<file path="src/rtl/muldiv_pkg.sv">
// Shared definitions for the RV32M multiply/divide unit: funct3 encodings,
// FSM state type and the cycle latencies seen by the pipeline control.
`timescale 1ns/1ps
package muldiv_pkg;

    localparam logic [2:0] MD_MUL    = 3'b000;
    localparam logic [2:0] MD_MULH   = 3'b001;
    localparam logic [2:0] MD_MULHSU = 3'b010;
    localparam logic [2:0] MD_MULHU  = 3'b011;
    localparam logic [2:0] MD_DIV    = 3'b100;
    localparam logic [2:0] MD_DIVU   = 3'b101;
    localparam logic [2:0] MD_REM    = 3'b110;
    localparam logic [2:0] MD_REMU   = 3'b111;

    typedef enum logic [1:0] {
        IDLE = 2'd0,
        CALC = 2'd1,
        DONE = 2'd2
    } md_state_e;

    // Edges from the start edge to the edge that exposes done.
    localparam int MD_LATENCY      = 33;
    localparam int MD_FAST_LATENCY = 1;

endpackage

</file>
<file path="src/rtl/muldiv_step.sv">
// One radix-2 iteration on the 2*XLEN accumulator: shift-add for multiply,
// restore-subtract for divide. Purely combinational.
`timescale 1ns/1ps
module muldiv_step #(
    parameter int XLEN = 32
) (
    input  logic                is_div,
    input  logic [2*XLEN-1:0]   acc_in,
    input  logic [XLEN-1:0]     operand,
    output logic [2*XLEN-1:0]   acc_out
);

    logic [XLEN:0]   add_sum;
    logic [XLEN:0]   partial;
    logic [XLEN-1:0] diff;

    always_comb begin
        // Multiply: {product_hi, multiplier} shifts right, adding at bit 0.
        add_sum = {1'b0, acc_in[2*XLEN-1:XLEN]} + (acc_in[0] ? {1'b0, operand} : '0);

        // Divide: {remainder, dividend} shifts left; partial needs one extra
        // bit because the shifted remainder can reach 2*divisor-1.
        partial = acc_in[2*XLEN-1:XLEN-1];
        diff    = partial[XLEN-1:0] - operand;

        if (is_div) begin
            if (partial >= {1'b0, operand})
                acc_out = {diff, acc_in[XLEN-2:0], 1'b1};
            else
                acc_out = {acc_in[2*XLEN-2:XLEN-1], acc_in[XLEN-2:0], 1'b0};
        end else begin
            acc_out = {add_sum, acc_in[XLEN-1:1]};
        end
    end

endmodule

</file>
<file path="src/rtl/muldiv_unit.sv">
// Iterative RV32M multiply/divide unit: magnitudes are latched at start,
// 32 radix-2 steps run in CALC, and signs are fixed up in DONE.
`timescale 1ns/1ps
module muldiv_unit
    import muldiv_pkg::*;
#(
    parameter int XLEN  = 32,
    parameter int CNT_W = 5
) (
    input  logic            clk,
    input  logic            rst,
    input  logic            start,
    input  logic [2:0]      funct3,
    input  logic [XLEN-1:0] op_a,
    input  logic [XLEN-1:0] op_b,
    input  logic            kill,
    output logic            busy,
    output logic            done,
    output logic [XLEN-1:0] result
);

    localparam int              CALC_STEPS = MD_LATENCY - MD_FAST_LATENCY;
    localparam logic [CNT_W-1:0] LAST_CNT  = CNT_W'(CALC_STEPS - 1);
    localparam logic [XLEN-1:0] INT_MIN    = {1'b1, {(XLEN-1){1'b0}}};

    md_state_e          state, state_nxt;
    logic [CNT_W-1:0]   cnt;
    logic [2:0]         op_q;
    logic               a_neg, b_neg, fast_q;
    logic [XLEN-1:0]    divisor_q;
    logic [2*XLEN-1:0]  acc_q, acc_step;
    logic [XLEN-1:0]    result_q, final_res;

    logic               div_op, a_sgn, b_sgn, a_neg_in, b_neg_in, fast_in;
    logic [XLEN-1:0]    a_mag_in, b_mag_in, fast_res;
    logic [2*XLEN-1:0]  prod;
    logic [XLEN-1:0]    quot, rem;

    // Launch decode: which operands are signed, their magnitudes, and
    // whether the answer is known without iterating.
    always_comb begin
        div_op   = funct3[2];
        a_sgn    = div_op ? ~funct3[0] : (funct3 != MD_MULHU);
        b_sgn    = div_op ? ~funct3[0] : ~funct3[1];
        a_neg_in = a_sgn & op_a[XLEN-1];
        b_neg_in = b_sgn & op_b[XLEN-1];
        a_mag_in = a_neg_in ? -op_a : op_a;
        b_mag_in = b_neg_in ? -op_b : op_b;

        fast_in  = 1'b0;
        fast_res = '0;
        if (div_op) begin
            if (op_b == '0) begin
                fast_in  = 1'b1;
                fast_res = funct3[1] ? op_a : '1;
            end else if (~funct3[0] && op_a == INT_MIN && op_b == '1) begin
                fast_in  = 1'b1;
                fast_res = funct3[1] ? '0 : op_a;
            end
        end
    end

    muldiv_step #(.XLEN(XLEN)) u_step (
        .is_div  (op_q[2]),
        .acc_in  (acc_q),
        .operand (divisor_q),
        .acc_out (acc_step)
    );

    always_comb begin
        state_nxt = state;
        unique case (state)
            IDLE:    if (start) state_nxt = fast_in ? DONE : CALC;
            CALC:    if (kill) state_nxt = IDLE;
                     else if (cnt == LAST_CNT) state_nxt = DONE;
            DONE:    state_nxt = IDLE;
            default: state_nxt = IDLE;
        endcase
    end

    always_comb begin
        prod = (a_neg ^ b_neg) ? -acc_q : acc_q;
        quot = (a_neg ^ b_neg) ? -acc_q[XLEN-1:0] : acc_q[XLEN-1:0];
        rem  = a_neg ? -acc_q[2*XLEN-1:XLEN] : acc_q[2*XLEN-1:XLEN];

        if (fast_q)
            final_res = acc_q[XLEN-1:0];
        else if (op_q[2])
            final_res = op_q[1] ? rem : quot;
        else
            final_res = (op_q == MD_MUL) ? prod[XLEN-1:0] : prod[2*XLEN-1:XLEN];
    end

    assign busy = (state != IDLE);
    assign done = (state == DONE) && !kill;
    // NOTE: the fresh answer is muxed out during the done cycle itself; the
    // register only captures it on the way out, so a kill in DONE leaves it alone.
    assign result = done ? final_res : result_q;

    // NOTE: all state here uses non-blocking assignments so every register
    // samples the pre-edge values regardless of statement order.
    always_ff @(posedge clk) begin
        if (rst) begin
            state     <= IDLE;
            cnt       <= '0;
            op_q      <= MD_MUL;
            a_neg     <= 1'b0;
            b_neg     <= 1'b0;
            fast_q    <= 1'b0;
            divisor_q <= '0;
            acc_q     <= '0;
            result_q  <= '0;
        end else begin
            state <= state_nxt;
            unique case (state)
                IDLE: if (start) begin
                    op_q      <= funct3;
                    a_neg     <= a_neg_in;
                    b_neg     <= b_neg_in;
                    fast_q    <= fast_in;
                    divisor_q <= b_mag_in;
                    cnt       <= '0;
                    acc_q     <= {{XLEN{1'b0}}, (fast_in ? fast_res : a_mag_in)};
                end
                CALC: begin
                    acc_q <= acc_step;
                    cnt   <= cnt + CNT_W'(1);
                end
                DONE: if (!kill) result_q <= final_res;
                default: ;
            endcase
        end
    end

endmodule

</file>
<file path="config.mk">
export PLATFORM = sky130hd
export DESIGN_NAME = muldiv_unit
export DESIGN_NICKNAME = d
export VERILOG_FILES = /design/src/rtl/muldiv_pkg.sv /design/src/rtl/muldiv_step.sv /design/src/rtl/muldiv_unit.sv
export SDC_FILE = /design/constraint.sdc
export NUM_CORES = 1
export LEC_CHECK = 0
export ABC_AREA = 1
export BUFFER_PORTS_ARGS = -buffer_cell sky130_fd_sc_hd__buf_4
export CAP_MARGIN = 10
export CORE_MARGIN = 5
export CORE_UTILIZATION = 38
export DETAILED_ROUTE_END_ITERATION = 10
export SLEW_MARGIN = 20
export SYNTH_ARGS = -nofsm -noshare
export SYNTH_HDL_FRONTEND = slang
export SYNTH_HIERARCHICAL = 1
export SYNTH_SLANG_ARGS = --single-unit
</file>
<file path="constraint.sdc">
create_clock -name clk -period 5 [get_ports clk]
set_input_delay 0.25 -clock clk [delete_from_list [all_inputs] [get_ports clk]]
set_output_delay 0.25 -clock clk [all_outputs]
set_load 0.02 [all_outputs]
</file>
==> results of run 1 <==
[synthesized netlist by cell type (all sizes together)]
| cell type | number |
|---|---|
| o21a | 6 |
| and2 | 6 |
| nor2 | 386 |
| o221ai | 6 |
| clkinv | 2 |
| o211ai | 29 |
| o21ai | 151 |
| or2 | 12 |
| ha | 71 |
| xor2 | 56 |
| a31oi | 10 |
| nor3 | 30 |
| nand4 | 40 |
| dfxtp | 141 |
| clkbuf | 80 |
| o31ai | 1 |
| nor3b | 1 |
| buf | 50 |
| nand2 | 1358 |
| nand3 | 342 |
| xnor2 | 23 |
| nand3b | 34 |
| inv | 450 |
| a221oi | 1 |
| a21o | 3 |
| a211oi | 3 |
| nor4 | 3 |
| o22ai | 1 |
| fa | 2 |
| o21bai | 7 |
| and3 | 1 |
| a21oi | 244 |
[final cells by class]
| type | count | share of cell area [%] |
|---|---|---|
| multi-input cells | 2827 | 66.3 |
| flip-flops and latches | 141 | 13.8 |
| inverters | 452 | 8.31 |
| repair buffers | 124 | 4.61 |
| well taps | 664 | 4.06 |
| clock buffers | 19 | 2.16 |
| clock inverters | 13 | 0.752 |
[logic make-up after synthesis]
group                    after synthesis
AND/OR/NAND/NOR                     2213
buffers and inverters                582
XOR/XNOR                              79
adder cells (fa/ha/maj)               73
AO/OA/AOI/OAI                        462
flip-flops                           141
[per-layer routing]
metal / vias to the layer above / part of all wire (%)
met5: - / 0
met4: 0 / 3.2
met3: 143 / 8.2
met2: 925 / 44
met1: 10024 / 44
li1: 11312 / -
[sequential cells by signal (all words and copies together), names as in the netlist]
register and flops:
fast_q 1, a_neg 1, state 2, b_neg 1, result_q 32, divisor_q 32, acc_q 64, cnt 5
op_q 3
[worst max-delay path: stages, from the launching register on]
cell     delay (ns)
dfxtp_1        0.31
buf_4          0.38
or2_1          0.17
nand2_2        0.24
inv_2          0.68
nand2_2        0.21
nand2_1        0.27
nor2_1         0.07
nand2_1        0.06
nand3_1        0.10
nand2_1        0.08
nand2_1        0.04
nand2_1        0.09
nand2_1        0.07
nand2_1        0.07
buf_4          0.14
[stage by stage]
stage | cells | instance area (µm²) | setup slack (ns) | hold WS (ns) | power, W
5_1_grt | 4240 | 20500 | 1.07 | 0.0834 | 0.00483
4_1_cts | 4240 | 20500 | 1.36 | 0.0369 | 0.00453
6_report | 4240 | 20500 | 1.28 | 0.0786 | 0.00454
3_5_place_dp | 4208 | 19900 | 1.88 | 0.464 | 0.00318
3_3_place_gp | 4208 | 19900 | 1.95 | 0.456 | 0.00319
2_1_floorplan | 3550 | 18700 | 2.51 | 0.404 | 0.00263
[power breakdown]
part	leakage, nW	total (W)	internal [W]	switching [W]
Combinational	9.38	0.00189	0.000588	0.00130
Sequential	1.15	0.00132	0.00118	0.000136
Clock	0.280	0.00133	0.000758	0.000572
Total	10.8	0.00454	0.00253	0.00201
[path summary, 6_finish.rpt]
kind | startpoint | to | slack, ns | cells past startpoint
setup / recovery | a_neg | result[5] | 1.28 | 15
hold / removal | op_b[0] | divisor_q[0] | 0.08 | 3
setup reg to reg | acc_q[31] | acc_q[60] | 1.88 | 18
hold reg to reg | result_q[9] | result_q[9] | 0.47 | 2
==> qor.yml, run 1 <==
clock_tree:
  clkLatencyLatePin_ns: 0.47
  cts_resized: 0
  clock-root-buffer: "clkbuf_16"
  numCtsBuffers: 17
  cts_setup_buffers: 0
  clkSinkCount: 141
  cts_hold_buf: 0
  htreeDepth: 4
  cts_tree: "yes"
  cts_max_path_buffers: 2
  clk_pin_slew_ns: 0.07
global_route:
  antenna_found_initial: 0
  grt_start_max_net_pins: 67
  grtUsageMet3_pct: 3.84
  grt_busiest_layer: "met2"
  grt_use_met1_pct: 36.3
  first_global_vias: 20244
  grt_pass1_wl_mm: 112
  grt_use_met2_pct: 41.6
  grt-ovfl-total: 0
  track_usage_pct: 26.2
placement:
  gp_congestion: 1.03
  port_buffers: 104
  hpwl_mm: 57.3
worst_setup_path:
  cp-start-kind: "flop"
  crit_arrival_ns: 3.47
  crit_fanout: 42
  critPathRequiredTime_ns: 4.75
  crit_type: "reg2out"
  crit_path_end_kind: "output pin"
routing:
  wl_per_cell_um: 17.0
  dr.pass1.iters: 6
  drtAntennaViolNets: 0
  viasPerCell: 5.28
  drt_iter0_drc: 2125
  wl_mm: 72.2
  vias: 22404
  drc: 0
synth:
  synthDistinctLibCells: 53
  synth_top_family_by_area: "simple AND/OR/NAND/NOR gates"
  synth_top_area_share_pct: 26.8
  syn_area_per_cell_um2: 5.28
  synth_compound_area_share_pct: 13.8
  yosysTopAreaCell: "nand2_1"
  synthTopCellsByArea: "nand2_1 27%, dfxtp_1 15%, nand3_1 9.0%"
  synthMuxAreaShare_pct: 0
  synth_nets: 3694
  synthCells: 3550
  synth_xor_area_share_pct: 3.69
  yosys.area_share.simple_pct: 50.0
  synth_fa_ha_area_share_pct: 4.96
  netlist_area_um2: 18700
  yosysSeqAreaShare_pct: 15.1
  yosysWarnings: 6
  synth_seq_cells: 141
timing:
  final.setup.tns_ns: 0
  final.period_utilization_pct: 74.3
  clock_skew_ns: 0.0171
  worstMarginPinSlew_ns: 1.07
  grt_setup_unrepaired: "false"
  finalSetupViolations: 0
  slew_headroom_pct: 28.5
  period_minus_slack_ns: 3.72
  max_freq_ghz: 0.269
  hold_viol_final: 0
  drv_slew: 0
finish:
  multi_input_area_um2: 13600
  area_growth_pct: 9.26
  nets: 3707
  layout.cells.most_common: "nand2_1"
  mostFrequentLayoutCells: "1335 x nand2_1, 433 x inv_1, 350 x nor2_1, 338 x nand3_1, 222 x a21oi_1"
  drive_gt1_share_pct: 7.89
  diodes: 0
  register_area_um2: 2830
  fillCellCount: 5632
  final_core_util_pct: 41.9
die:
  design.core.area_um2: 48800
  initial_core_util_pct: 38.3
  dieArea_um2: 53800
  die-height_um: 232
  fp-row-count: 81
  die_x_um: 232
  io_pins: 105
power_and_ir_drop:
  power_density_nw_per_um2: 222
  leakagePower_nw: 10.8
  peakVddDrop_v: 0.000241
job:
  cap_violations: 0
outcome:
  status: "finished clean"
worst_hold_path:
  worst_hold_path_type: "in2reg"
No activity file was read; power rests on OpenSTA's default activity.
==> run 2, diff against run 1 <==
==> constraint.sdc (replaced) <==
create_clock -name clk -period 3 [get_ports clk]
set_input_delay 0.15 -clock clk [delete_from_list [all_inputs] [get_ports clk]]
set_output_delay 0.15 -clock clk [all_outputs]
set_load 0.02 [all_outputs]
==> run 2 against run 1 <==
Effect of this change: wire length increased by 8.4%; clock power increased by 73%; global-route usage increased by 2.0 points; final area increased by 3.9%; critical path depth decreased by 3; flip-flop and latch count unchanged; first-iteration DRC count increased by 17%; highest routed layer unchanged.
==> qor.yml, run 2 (synthesis results as in run 1) <==
finish:
  largest_reg_flops: 64  # unchanged
  top_register: "acc_q"  # unchanged
  diodes: 0  # unchanged
  mostFrequentLayoutCells: "1329 x nand2_1, 431 x inv_1, 342 x nor2_1, 334 x nand3_1, 222 x a21oi_1"  # was 1335 x nand2_1, 433 x inv_1, 350 x nor2_1, 338 x nand3_1, 222 x a21oi_1
  top_regs: "acc_q x64, divisor_q x32, result_q x32"  # unchanged
  area_growth_pct: 13.5  # was 9.26%
  nets: 3785  # was 3707
  drive_gt1_share_pct: 10.4  # was 7.89%
  layout.cells.most_common: "nand2_1"  # unchanged
  finish.instance_area_um2: 21300  # was 20500 µm²
  final_core_util_pct: 43.5  # was 41.9%
die:
  dieArea_um2: 53800  # unchanged
  initial_core_util_pct: 38.3  # unchanged
  die_x_um: 232  # unchanged
  fp-row-count: 81  # unchanged
  io_pins: 105  # unchanged
  design.core.area_um2: 48800  # unchanged
  die-height_um: 232  # unchanged
routing:
  drt_iter0_drc: 2486  # was 2125
  wl_mm: 78.3  # was 72.2 mm
  dr.pass1.iters: 6  # unchanged
  viasPerCell: 5.34  # was 5.28
  wl_met1_mm: 35.6  # was 32.0 mm
  drc: 0  # unchanged
  wl_met3_mm: 7.10  # was 5.92 mm
  vias: 23064  # was 22404
  maxUsedRoutingLayer: "met4"  # unchanged
  wl_met2_mm: 33.2  # was 32.0 mm
  drtAntennaViolNets: 0  # unchanged
  wl_per_cell_um: 18.1  # was 17.0 µm
timing:
  hold_viol_final: 0  # unchanged
  clock_skew_ns: 0.0214  # was 0.0171 ns
  finalSetupViolations: 0  # unchanged
  drv_slew: 0  # unchanged
  grt_setup_unrepaired: "true"  # was false
  final.period_utilization_pct: 97.7
  final.setup.tns_ns: 0  # unchanged
  worstMarginPinSlew_ns: 0.913  # was 1.07 ns
  period_minus_slack_ns: 2.93
  hold-worst-slack_ns: 0.0225  # was 0.0786 ns
  slew_headroom_pct: 39.1  # was 28.5%
  max_freq_ghz: 0.341
power_and_ir_drop:
  peakVddDrop_v: 0.000375  # was 0.000241 V
  power_w: 0.00787  # was 0.00454 W
  power_density_nw_per_um2: 370  # was 222 nW/µm²
  leakagePower_nw: 11.3  # was 10.8 nW
global_route:
  grt_start_max_net_pins: 64  # was 67
  track_usage_pct: 28.2  # was 26.2%
  grt-ovfl-total: 0  # unchanged
  antenna_found_initial: 0  # unchanged
  first_global_vias: 20720  # was 20244
  grt_pass1_wl_mm: 120  # was 112 mm
placement:
  post_dp_cell_area_um2: 20400  # was 19900 µm²
  hpwl_mm: 62.0  # was 57.3 mm
  port_buffers: 104  # unchanged
  gp_congestion: 1.00  # was 1.03
clock_tree:
  cts_tree: "yes"  # unchanged
  clkSinkCount: 141  # unchanged
  htreeDepth: 4  # unchanged
  clk_pin_slew_ns: 0.07  # about the same
  cts_max_path_buffers: 2  # unchanged
  clkLatencyLatePin_ns: 0.48  # was 0.47 ns
  numCtsBuffers: 17  # unchanged
  clock-root-buffer: "clkbuf_16"  # unchanged
worst_setup_path:
  crit_arrival_ns: 2.78  # was 3.47 ns
  r2r_start: "divisor_q[4]"  # was acc_q[31]
  crit_type: "reg2out"  # unchanged
  critPathRequiredTime_ns: 2.85  # was 4.75 ns
  crit_fanout: 7  # was 42
  crit_start: "acc_q[25]"  # was a_neg
  cp-start-kind: "flop"  # unchanged
  crit_path_end_kind: "output pin"  # unchanged
worst_hold_path:
  worst_hold_path_type: "in2reg"  # unchanged
  hp-start: "op_b[26]"  # was op_b[0]
job:
  cap_violations: 0  # unchanged
outcome:
  status: "finished clean"  # unchanged
## run 2: cell types whose count changed in the layout (fill, tap and decap cells not counted), sizes merged
| cell | previous run | this run |
|---|---|---|
| clkinv | 4 | 7 |
| buf | 124 | 195 |
| inv | 455 | 453 |
| clkbuf | 19 | 18 |
| dlygate4sd3 | 0 | 7 |
## run 2: final timing paths
kind	end	slack [ns]	cells after the start
worst max-delay path	result[11]	0.07	12
worst min-delay path	divisor_q[26]	0.02	4
worst max register to register	acc_q[57]	0.19	17
worst min register to register	cnt[4]	0.47	2
## run 2: metrics by stage
stage / setup slack, ns / cells
final: 0.0683 / 4318
after global routing: -0.0252 / 4318
after CTS: 0.000607 / 4315
after detailed placement: 0.283 / 4275
after global placement: 0.278 / 4275
after floorplan: 0.513 / 3550
## run 2: worst max-delay path, stage by stage (launching register included)
cell     delay (ns)
dfxtp_1        0.46
nor2_1         0.25
nand2_1        0.10
nor2_1         0.26
nand2_1        0.10
nand2_1        0.11
nand2_2        0.12
nor2_4         0.17
xor2_1         0.25
o21ai_0        0.14
nand2_1        0.14
nand2_1        0.06
buf_4          0.15
## run 2: final cells by class
class                   instances  area (µm²)
clock inverters                14         156
repair buffers                202        1600
well taps                     664         831
flip-flops and latches        141        2830
multi-input cells            2827       13700
inverters                     452        1700
clock buffers                  18         450
fillers                      5654       27600
## run 2: layer usage
metal  vias up  track usage, %
li1      11455               -
met1     10467            41.4
met2      1022            42.6
met3       120            4.16
met4         0            8.47
met5         -               0
## run 2: repair_timing
action	CTS	global route
pin swaps	1	6
gates cloned	0	0
hold endpoints to repair	7	0
gates resized for setup	4	31
endpoints found under the setup margin	6	29
buffers inserted	1	3
hold buffers	7	0
## run 2: report_power, final
part           internal (W)  switching [W]  total, W  leakage, nW
Clock               0.00129        0.00101   0.00230        0.296
Combinational       0.00108        0.00232   0.00340         9.82
Sequential          0.00197       0.000195   0.00217         1.15
